`src/rtl/butterfly_pipe_pkg.sv`:
```
// butterfly_pipe_pkg: shared Q-format, rounding-offset and saturation helpers.
package butterfly_pipe_pkg;

    // Twiddle fraction bits: +1.0 is 2^(tw_w-2).
    function automatic int q_frac(input int tw_w);
        return tw_w - 2;
    endfunction

    // Half an LSB of the product scale, added before the shift.
    function automatic int rnd_off(input int tw_w);
        return 1 << (tw_w - 3);
    endfunction

    function automatic int sat_clip(input int x, input int w);
        int hi;
        int lo;
        hi = (1 << (w - 1)) - 1;
        lo = -(1 << (w - 1));
        return x > hi ? hi : (x < lo ? lo : x);
    endfunction

endpackage

```
`src/rtl/butterfly_pipe_twiddle_rom.sv`:
```
// twiddle_rom: combinational W^k = cos(2*pi*k/N) - j*sin(2*pi*k/N) lookup.
module twiddle_rom
    import butterfly_pipe_pkg::*;
#(
    parameter int TW_W  = 12,
    parameter int IDX_W = 3
) (
    input  logic        [IDX_W-1:0] index,
    output logic signed [TW_W-1:0]  w_re,
    output logic signed [TW_W-1:0]  w_im
);
    localparam int  HALF = 1 << IDX_W;
    localparam real ONE  = 2.0 ** q_frac(TW_W);
    localparam real PI   = 3.14159265358979323846;

    function automatic int rnd(input real x);
        return x >= 0.0 ? $rtoi(x + 0.5) : -$rtoi(0.5 - x);
    endfunction

    logic signed [TW_W-1:0] rom_re [HALF];
    logic signed [TW_W-1:0] rom_im [HALF];

    for (genvar k = 0; k < HALF; k++) begin : g_rom
        localparam real C = ONE * $cos(PI * k / HALF);
        localparam real S = -ONE * $sin(PI * k / HALF);
        assign rom_re[k] = TW_W'(rnd(C));
        assign rom_im[k] = TW_W'(rnd(S));
    end

    assign w_re = rom_re[index];
    assign w_im = rom_im[index];
endmodule

```
`src/rtl/butterfly_pipe.sv`:
```
// butterfly_pipe: 4-stage radix-2 DIT butterfly with optional /2 scaling,
// round-half-up, output saturation and a sticky overflow flag.
module butterfly_pipe
    import butterfly_pipe_pkg::*;
#(
    parameter int DATA_W = 12,
    parameter int TW_W   = 12,
    parameter int IDX_W  = 3
) (
    input  logic                     clk,
    input  logic                     rst_n,
    input  logic                     en,
    input  logic                     in_valid,
    input  logic signed [DATA_W-1:0] a_re,
    input  logic signed [DATA_W-1:0] a_im,
    input  logic signed [DATA_W-1:0] b_re,
    input  logic signed [DATA_W-1:0] b_im,
    input  logic        [IDX_W-1:0]  index,
    input  logic                     scale,
    input  logic                     ovf_clr,
    output logic                     out_valid,
    output logic signed [DATA_W-1:0] m_re,
    output logic signed [DATA_W-1:0] m_im,
    output logic signed [DATA_W-1:0] n_re,
    output logic signed [DATA_W-1:0] n_im,
    output logic                     sat,
    output logic                     ovf
);
    localparam int PW   = DATA_W + TW_W;
    localparam int EW   = DATA_W + 2;
    localparam int FRAC = q_frac(TW_W);
    localparam logic signed [PW:0] RND = (PW + 1)'(rnd_off(TW_W));

    logic signed [TW_W-1:0]   w_re, w_im, w1_re, w1_im;
    logic signed [DATA_W-1:0] a1_re, a1_im, b1_re, b1_im, a2_re, a2_im, a3_re, a3_im;
    logic signed [PW-1:0]     p_rr, p_ii, p_ri, p_ir;
    logic signed [PW:0]       tr_f, ti_f;
    logic signed [EW-1:0]     t3_re, t3_im;
    logic signed [EW-1:0]     s [4];
    logic signed [EW-1:0]     v [4];
    int                       c [4];
    logic                     v1, v2, v3, sc1, sc2, sc3, sat_n;

    twiddle_rom #(.TW_W(TW_W), .IDX_W(IDX_W)) u_rom (
        .index(index),
        .w_re (w_re),
        .w_im (w_im)
    );

    assign tr_f = (PW + 1)'(p_rr) - (PW + 1)'(p_ii) + RND;
    assign ti_f = (PW + 1)'(p_ri) + (PW + 1)'(p_ir) + RND;

    // Order: m_re, m_im, n_re, n_im.
    always_comb begin
        s[0] = EW'(a3_re) + t3_re;
        s[1] = EW'(a3_im) + t3_im;
        s[2] = EW'(a3_re) - t3_re;
        s[3] = EW'(a3_im) - t3_im;
        sat_n = 1'b0;
        for (int i = 0; i < 4; i++) begin
            v[i] = sc3 ? (s[i] + EW'(1)) >>> 1 : s[i];
            c[i] = sat_clip(int'(v[i]), DATA_W);
            sat_n = sat_n | (c[i] != int'(v[i]));
        end
    end

    always_ff @(posedge clk or negedge rst_n) begin
        if (!rst_n) begin
            {v1, v2, v3, sc1, sc2, sc3} <= '0;
            {a1_re, a1_im, b1_re, b1_im, w1_re, w1_im} <= '0;
            {p_rr, p_ii, p_ri, p_ir, a2_re, a2_im} <= '0;
            {t3_re, t3_im, a3_re, a3_im} <= '0;
            {out_valid, m_re, m_im, n_re, n_im, sat} <= '0;
        end else if (en) begin
            {v1, sc1, a1_re, a1_im, b1_re, b1_im} <= {in_valid, scale, a_re, a_im, b_re, b_im};
            {w1_re, w1_im} <= {w_re, w_im};
            p_rr <= b1_re * w1_re;
            p_ii <= b1_im * w1_im;
            p_ri <= b1_re * w1_im;
            p_ir <= b1_im * w1_re;
            {v2, sc2, a2_re, a2_im} <= {v1, sc1, a1_re, a1_im};
            t3_re <= EW'(tr_f >>> FRAC);
            t3_im <= EW'(ti_f >>> FRAC);
            {v3, sc3, a3_re, a3_im} <= {v2, sc2, a2_re, a2_im};
            out_valid <= v3;
            if (v3) begin
                m_re <= DATA_W'(c[0]);
                m_im <= DATA_W'(c[1]);
                n_re <= DATA_W'(c[2]);
                n_im <= DATA_W'(c[3]);
                sat  <= sat_n;
            end
        end
    end

    // A set in the same cycle as a clear takes priority.
    always_ff @(posedge clk or negedge rst_n) begin
        if (!rst_n) ovf <= 1'b0;
        else        ovf <= (out_valid && sat) || (ovf && !ovf_clr);
    end
endmodule
```
`config.mk`:
```
export PLATFORM = sky130hd
export DESIGN_NAME = butterfly_pipe
export DESIGN_NICKNAME = d
export VERILOG_FILES = /design/src/rtl/butterfly_pipe_pkg.sv /design/src/rtl/butterfly_pipe_twiddle_rom.sv /design/src/rtl/butterfly_pipe.sv
export SDC_FILE = /design/constraint.sdc
export NUM_CORES = 2
export LEC_CHECK = 0
export ABC_AREA = 1
export CORE_ASPECT_RATIO = 1.1
export CORE_MARGIN = 2
export CORE_UTILIZATION = 60
export CTS_BUF_LIST = sky130_fd_sc_hd__clkbuf_8
export DETAILED_ROUTE_END_ITERATION = 16
export PLACE_DENSITY = 0.88
export SYNTH_ARGS = -nofsm -noshare
export SYNTH_HDL_FRONTEND = slang
export SYNTH_SLANG_ARGS = --single-unit
```
`constraint.sdc`:
```
create_clock -name clk -period 10.9 [get_ports clk]
set_input_delay 1.635 -clock clk [delete_from_list [all_inputs] [get_ports clk]]
set_output_delay 1.635 -clock clk [all_outputs]
set_load 0.03 [all_outputs]
```
==> impl_metrics.csv <==
group,metric,value,unit
status,status,"finished, final reports clean",
cts,clockBufferDepth,3,
placement,gp_congestion,0.991,
final_layout,fin_nets,6167,
timing,final_hold_viol_count,0,
route,drc,0,
logic_synthesis,avgSynthCellArea,7.64,sq um
placement,portBuffers,107,
min_path,hold_start,"a2_re[11]",
timing,setup_viol,0,
cts,cts_sinks,290,
floorplan,dieArea,68500,sq um
route,drtPass1Iterations,7,
worst_setup_path,regToRegEndpoint,"p_ii[22]",
placement,placed_cells,6016,
worst_setup_path,path_max_fanout,19,
worst_setup_path,reg2regPathDepth,18,
route,wl_per_cell,16.8,microns
final_layout,final_common_cell,"nand2_1",
timing,fin_crit_sh,58.4,%
logic_synthesis,yosys_register_bits,290,
logic_synthesis,synth_fp_nets,6174,
timing,setup_slack,4.54,ns
timing,tns,0,ns
cts,cts_buffers,55,
logic_synthesis,synth_fa_ha_area_share,37.1,%
cts,cts_resized,0,
worst_setup_path,reg2reg_slack,4.54,ns
worst_setup_path,endpoint_kind,"register",
worst_setup_path,crit_type,"register to register",
logic_synthesis,synth_top_family_by_area,"adder cells",
global_route,grt_usage,30.5,%
floorplan,coreArea,66000,sq um
placement,dpl_cell_area,41400,sq um
logic_synthesis,yosysSeqAreaShare,18.2,%
route,routed_wl,103000,microns
global_route,overflow,0,
logic_synthesis,syn_area,39900,sq um
job,cap_violations,0,
floorplan,rows,99,
logic_synthesis,synth_edf_count,0,
logic_synthesis,ys.flop_type,"dfrtp_1",
global_route,antenna_found_initial,3,
timing,tightest_slew,1.21,ns
timing,rsz0062_at_grt,"no",
placement,pre_cts_ws,4.79,ns
timing,slew_viol_final,0,
worst_setup_path,start_kind,"register",
logic_synthesis,synth_cell_type_count,60,
worst_setup_path,worstPathRequired,11.42,ns
final_layout,final_cell_area,42600,sq um
logic_synthesis,yosys.area_share.simple,20.4,%
min_path,min_to,"a3_re[11]",
final_layout,syn_to_final_growth,6.83,%
min_path,min_path_cells,2,
floorplan,die_w,250,microns
cts,path_clk_slew,0.06,ns
cts,cts_tree,"built",
route,avgViaCountPerCell,5.51,
worst_setup_path,reg2reg_from,"b1_im[11]",
logic_synthesis,synthMuxAreaShare,0,%
cts,ctsHtreeMaxLevel,2,
worst_setup_path,arrival,6.88,ns
cts,cts_hold_buf,0,
floorplan,io_pins,108,
global_route,grt_pass1_vias,34000,
placement,dp_hpwl,80600,microns
global_route,grt_pass1_wl,168000,microns
logic_synthesis,synth_warnings,0,
cts,cts_setup_buffers,0,
final_layout,layout-drive-gt1-share,5.12,%
final_layout,final_cell_mix,"nand2_1, inv_1, fa_1",
timing,clock_skew,0.0755,ns
cts,root_buffer,"clkbuf_8",
final_layout,layoutNonFillerInstCount,6117,
floorplan,start_util,60.4,%
cts,worstSkewPairLatency,0.73,ns
timing,max_slew_margin,19.5,%
global_route,grt_max_degree,144,
logic_synthesis,synth_compound_area_share,8.16,%
route,ant_nets,0,
timing,post-route-min-period,6.36,ns
logic_synthesis,synthXorXnorAreaFrac,2.63,%
timing,fmax,0.157,GHz
logic_synthesis,netlist_instances,5222,
route,routed-via-count,33700,
logic_synthesis,async_reset_ff_share,100,%
min_path,hp-class,"register to register",
floorplan,die_y,274,microns
route,drt_iter0_markers,2845,
[metrics by stage]
step / utilization (%) / hold WS [ns]
finish: 64.5 / 0.456
global route: 64.5 / 0.494
CTS: 64.5 / 0.471
detailed placement: 62.7 / 0.460
global placement: 62.7 / 0.456
floorplan: - / 0.442
[per-layer routing]
metal	share of wire [%]	GRT usage (%)
met5	0.013	0
met4	6.8	17.7
met3	8.0	4.84
met2	46	50.3
met1	39	38.2
[logic make-up (layout without fill, tap and decap cells)]
kind of cell               after synthesis  in the layout
and+or+nand+nor                       1927           1927
buffers and inverters                 1404           1439
adders and majority gates              895            895
AOI/OAI and AO/OA                      589            589
DFF                                    290            290
xor gates and xnor gates               117            117
other                                    0              2
[layout make-up]
cell class	count	area, sq um
inverters	1212	4560
multi-input cells	3528	27300
flip-flops and latches	290	7260
well taps	858	1070
diodes	2	5.00
fillers	5370	23400
repair buffers	128	1230
clock inverters	33	299
clock buffers	66	908
[critical path: stages (launching register included)]
cell	delay, ns
dfrtp_1	0.80
nand2_1	0.35
inv_1	0.35
fa_1	0.61
fa_1	0.66
inv_1	0.11
fa_1	0.52
fa_1	0.45
fa_1	0.50
inv_1	0.04
ha_1	0.30
inv_1	0.11
nor3_1	0.45
nor3b_1	0.32
nand4_1	0.24
nand3_1	0.15
nand2_1	0.06
nand3_1	0.07
o21ai_0	0.10
[cells in the mapped netlist, types with 3 or more instances]
library cell / instances / area share [%]
xor2_1: 53 / 1.2
buf_1: 10 / 0.094
nand3_2: 13 / 0.33
nand2_4: 6 / 0.17
nand4_1: 52 / 0.82
inv_4: 3 / 0.047
ha_1: 415 / 13
nor2_4: 15 / 0.42
a21oi_4: 4 / 0.16
dfrtp_1: 290 / 18
nand3b_1: 5 / 0.094
xnor2_1: 61 / 1.3
o21ai_1: 14 / 0.18
o21ai_0: 273 / 3.4
clkinv_1: 6 / 0.056
a21o_1: 10 / 0.19
fa_1: 480 / 24
o22ai_1: 8 / 0.13
nor4_1: 9 / 0.14
o22a_1: 11 / 0.24
nor2_1: 204 / 1.9
buf_2: 9 / 0.11
clkbuf_1: 160 / 1.5
inv_2: 21 / 0.20
o21bai_1: 15 / 0.28
a21oi_2: 5 / 0.11
nor3_1: 19 / 0.24
inv_1: 1182 / 11
o211ai_1: 10 / 0.19
buf_6: 7 / 0.20
or2_2: 13 / 0.20
nand3_1: 184 / 2.3
nand2_1: 1331 / 13
buf_4: 5 / 0.094
nand2_2: 48 / 0.75
a21oi_1: 189 / 2.4
o31ai_1: 7 / 0.13
nor2_2: 18 / 0.28
a31oi_1: 30 / 0.47
[state kept, by name, indices dropped and copies added (netlist names), 14 cells and up]
name and flops:
t3_re 14, p_ir 23, p_ri 23, p_rr 23, p_ii 23, t3_im 14
[worst max path at each step]
stage | startpoint | endpoint | slack (ns) | cells after the start
final | b1_im[11] | p_ii[22] | 4.54 | 18
after global routing | b1_im[11] | p_ii[22] | 4.30 | 18
after CTS | b1_im[11] | p_ii[22] | 4.74 | 18
after detailed placement | b1_im[11] | p_ii[22] | 4.79 | 18
after global placement | b1_im[11] | p_ii[22] | 4.71 | 18
after floorplan | b1_re[11] | p_ri[21] | 5.62 | 23
Power is not shown: default switching activity piles up to over one toggle a cycle in this logic, so the estimate is an artifact.
